### src/rtl/hazard_ctrl_unit.sv
// Hazard controller for the five-stage RV32I pipeline: forwarding selects, load-use stall and mispredict flush.
// Define HCU_PERF_CNT_EN to add saturating stall/flush/forward performance counters.

package hazard_ctrl_pkg;
   localparam logic [1:0] FWD_NONE   = 2'b00;
   localparam logic [1:0] FWD_WB     = 2'b01;
   localparam logic [1:0] FWD_MEM    = 2'b10;
   localparam logic [1:0] RESULT_ALU = 2'h0;
   localparam logic [1:0] RESULT_MEM = 2'h1;
endpackage

module hazard_ctrl_unit
   import hazard_ctrl_pkg::*;
#(
   parameter int CNT_W = 32
) (
   input  logic             CLK,
   input  logic             RST_N,
   input  logic [4:0]       RS1_D,
   input  logic [4:0]       RS2_D,
   input  logic [4:0]       RD_E,
   input  logic [1:0]       Result_Src_Sel_E,
   input  logic [4:0]       RS1_E,
   input  logic [4:0]       RS2_E,
   input  logic [4:0]       RD_M,
   input  logic [4:0]       RD_W,
   input  logic             REG_W_En_M,
   input  logic             REG_W_En_W,
   input  logic             Branch_Taken_E,
   input  logic             Predict_Taken_E,
   output logic [1:0]       FWD_SrcA,
   output logic [1:0]       FWD_SrcB,
   output logic             Stall_En,
   output logic             Flush_D,
   output logic             Flush_E,
`ifdef HCU_PERF_CNT_EN
   output logic             PC_En,
   output logic [CNT_W-1:0] Stall_Count,
   output logic [CNT_W-1:0] Flush_Count,
   output logic [CNT_W-1:0] Fwd_Count
`else
   output logic             PC_En
`endif
);

   logic load_use;
   logic mispredict;

   // Memory stage wins over Writeback because it carries the younger value; x0 is never forwarded.
   function automatic logic [1:0] fwd_select(input logic [4:0] rs);
      logic [1:0] sel;
      sel = FWD_NONE;
      if (rs != 5'd0) begin
         if (REG_W_En_M && (RD_M == rs)) begin
            sel = FWD_MEM;
         end else if (REG_W_En_W && (RD_W == rs)) begin
            sel = FWD_WB;
         end
      end
      return sel;
   endfunction

   always_comb begin
      FWD_SrcA = fwd_select(RS1_E);
      FWD_SrcB = fwd_select(RS2_E);
   end

   always_comb begin
      load_use   = (Result_Src_Sel_E == RESULT_MEM) && (RD_E != 5'd0) &&
                   ((RD_E == RS1_D) || (RD_E == RS2_D));
      mispredict = (Branch_Taken_E != Predict_Taken_E);
   end

   // A mispredict makes the Decode instruction wrong-path, so it is flushed rather than stalled.
   always_comb begin
      Stall_En = load_use && !mispredict;
      PC_En    = !Stall_En;
      Flush_D  = mispredict;
      Flush_E  = mispredict || load_use;
   end

`ifdef HCU_PERF_CNT_EN
   localparam logic [CNT_W-1:0] CNT_ONE = CNT_W'(1);

   logic fwd_active;

   always_comb begin
      fwd_active = (FWD_SrcA != FWD_NONE) || (FWD_SrcB != FWD_NONE);
   end

   // Counters stick at all-ones instead of wrapping.
   always_ff @(posedge CLK or negedge RST_N) begin
      if (!RST_N) begin
         Stall_Count <= '0;
         Flush_Count <= '0;
         Fwd_Count   <= '0;
      end else begin
         if (Stall_En && (Stall_Count != '1)) begin
            Stall_Count <= Stall_Count + CNT_ONE;
         end
         if (Flush_D && (Flush_Count != '1)) begin
            Flush_Count <= Flush_Count + CNT_ONE;
         end
         if (fwd_active && (Fwd_Count != '1)) begin
            Fwd_Count <= Fwd_Count + CNT_ONE;
         end
      end
   end
`else
   logic unused_sigs;
   assign unused_sigs = &{1'b0, CLK, RST_N, (CNT_W > 0)};
`endif

endmodule

### config.mk
export PLATFORM = sky130hd
export DESIGN_NAME = hazard_ctrl_unit
export DESIGN_NICKNAME = d
export VERILOG_FILES = /design/src/rtl/hazard_ctrl_unit.sv
export SDC_FILE = /design/constraint.sdc
export NUM_CORES = 1
export LEC_CHECK = 0
export BUFFER_PORTS_ARGS = -buffer_cell sky130_fd_sc_hd__buf_2
export CAP_MARGIN = 5
export CORE_MARGIN = 3
export CORE_UTILIZATION = 32
export DETAILED_ROUTE_END_ITERATION = 8
export MAX_ROUTING_LAYER = met4
export PLACE_DENSITY = 0.81
export SYNTH_ARGS = -nofsm -noshare
export SYNTH_HDL_FRONTEND = slang
export SYNTH_SLANG_ARGS = --single-unit
### constraint.sdc
create_clock -name vclk -period 0.91
set_input_delay 0.091 -clock vclk [all_inputs]
set_output_delay 0.091 -clock vclk [all_outputs]
set_load 0.01 [all_outputs]
==> impl_metrics.py <==
metrics = {
    "timing": {
        "setup_violations": 7,
        "fin_crit_sh": 1.359,
        "worst_slack_ns": -0.3270,
        "min_period_ns": 1.237,
        "tightest_slew_ns": 0.3421,
        "rsz0062_at_grt": "yes",
        "relSlewSlack": 0.7712,
        "clock.fmax_mhz": 808.4,
        "maxSlewViolCount": 0,
        "hold_viol": 0,
    },
    "setup_path": {
        "cp_max_fo": 3,
        "startpoint_type": "input pin",
        "crit_type": "in2out",
        "arrival_ns": 1.15,
        "cp-end-kind": "output pin",
        "required_ns": 0.82,
        "worstPathCellList": "buf_8 -> or4_4 -> o21ai_4 -> or3_4 -> buf_6",
        "slowest_delay_ns": 0.54,
        "crit_slowest_cell": "or4_4",
    },
    "drt": {
        "vias": 646,
        "first_pass_iters": 4,
        "drt_drc_violations_left": 0,
        "drt-initial-drc-count": 1,
        "avgRoutedWirePerCell_um": 14.17,
        "routed_wl_um": 1842,
        "ant_nets": 0,
        "viasPerCell": 4.969,
    },
    "global_routing": {
        "grt_pass1_vias": 662,
        "antenna_found_initial": 0,
        "grt_pass1_wl_um": 2794,
        "grtUsageTotal": 0.1986,
        "grt_overflow": 0,
        "grt_max_degree": 5,
    },
    "pwr": {
        "finalPower_mw": 0.4306,
        "power_frac_seq": 0,
        "p_int_mw": 0.2375,
        "ir_drop_uv": 278.4,
        "p_comb_frac": 1.000,
        "p_sw_mw": 0.1930,
        "p_leak_nw": 0.4335,
        "power.density_mw_per_mm2": 451.0,
        "p_clk_frac": 0,
        "switching_share": 0.4483,
    },
    "synth": {
        "syn_area_um2": 437.9,
        "synth_simple_gate_area_frac": 0.3257,
        "synthXorXnorAreaFrac": 0.6200,
        "avgSynthCellArea_um2": 7.550,
        "synth_top_family_by_area": "XOR/XNOR gates",
        "synth_cells": 58,
        "netlist.area_leader.share": 0.3800,
        "synth_nets": 101,
        "seq_area_frac_synth": 0,
        "synth_warnings": 0,
        "synth.distinct_cells": 16,
        "synthTopCellsByArea": "xor2_1 38%, xnor2_1 24%, nor2_1 5.1%, or4_1 5.1%, nor3_2 4.6%",
        "synth-compound-area-share": 0.05429,
        "yosysTopAreaCell": "xor2_1",
        "synth_fa_ha_area_frac": 0,
        "muxShareOfSynthArea": 0,
    },
    "cells_and_area": {
        "seq_area_um2": 0,
        "fin_util": 0.8049,
        "design_area_um2": 954.7,
        "nets": 161,
        "multi_input_area_um2": 535.5,
        "clkbuf_count": 0,
        "area_delta_synth_final_pct": 118.0,
        "diodes": 0,
        "nFlopsAndLatches": 0,
        "layout-drive-gt1-share": 0.6552,
        "finalNonFillerCells": 130,
        "nFillCells": 79,
    },
    "run_status": {
        "status": "finished with violations",
        "violations": "setup timing",
    },
    "die": {
        "start_util": 0.3692,
        "rows": 12,
        "die_h_um": 43.00,
        "num_io_pins": 51,
        "die_x_um": 43.00,
        "core_region_area_mm2": 0.001186,
        "die_area_mm2": 0.001849,
    },
    "placed_design": {
        "place_hpwl_um": 1323,
        "gp_congestion": 0.8688,
        "io_buffers": 49,
        "placedCellCount": 129,
        "place_area_um2": 769.5,
    },
    "hold_path": {
        "worstHoldPathCells": 4,
        "hold_path.class": "in2out",
    },
    "flow_run": {
        "drv_cap": 0,
    },
    "clock_network": {
        "hold_buffers": 0,
    },
}
## critical path, delay by kind of cell
family	cells	cell delay (ns)
AND/OR/NAND/NOR	2	0.69
buffers and inverters	2	0.19
AO/OA/AOI/OAI	1	0.17
## cells in the mapped netlist
master and instances:
a22oi_1 1, nand3_1 2, xor2_1 19, o21ai_2 1, or4_1 3, nor4_1 2, nor4b_1 2, nand2_1 2
or3_1 1, xnor2_1 12, nand4_1 2, nor3_1 1, o21bai_1 1, nor2_1 6, nor3_2 2, nor2b_1 1
## power groups by stage
stage | Sequential (mW) | Combinational (mW) | Clock, mW
after floorplan | 0 | 0.151 | 0
after global placement | 0 | 0.334 | 0
after detailed placement | 0 | 0.343 | 0
after CTS | 0 | 0.411 | 0
after global routing | 0 | 0.464 | 0
final | 0 | 0.431 | 0
## through the flow
stage | setup TNS [ns] | worst slack [ns] | hold slack [ns]
after floorplan | -0.1639 | -0.07942 | 0.2798
after global placement | -2.149 | -0.3567 | 0.4947
after detailed placement | -2.250 | -0.3761 | 0.5045
after CTS | -1.851 | -0.3110 | 0.5041
after global routing | -2.252 | -0.3593 | 0.5229
final | -1.893 | -0.3270 | 0.5043
## per-layer routing
layer	global-route usage	vias up	wire length, um
met5	-	-	0
met1	0.1891	285	627
met2	0.4311	44	979
met4	0.01807	0	16
met3	0.01271	2	219
li1	-	315	-
## timing repair
item | 4_1_cts | 5_1_grt
gates cloned | 0 | 0
pin swaps | 18 | 7
resized for setup | 31 | 5
buffers inserted | 0 | 1
endpoints found under the setup margin | 7 | 7
## cells by family (layout without fill, tap and decap cells)
group	after synthesis	count (layout)
buffers and inverters	0	58
AOI/OAI and AO/OA	3	3
and+or+nand+nor	24	24
xor gates and xnor gates	31	31
## area by class of cell
type,instances,share of cell area
Multi-Input combinational cell,58,0.5609
Tap cell,14,0.01835
Timing Repair Buffer,58,0.4207
## path summary, 6_finish.rpt
check | startpoint | endpoint | slack (ns)
worst max-delay path | RD_E[1] | PC_En | -0.33
worst min-delay path | REG_W_En_W | FWD_SrcB[0] | 0.50
## cells in the final DEF (no fill, tap or decap), types with 3 or more instances in the layout
master and n:
xor2_1 15, buf_2 36, or4_4 3, xor2_2 4
buf_6 11, xnor2_1 12, nor2_1 4, nor3_2 3
buf_4 9
No activity file was read; power rests on OpenSTA's default activity.
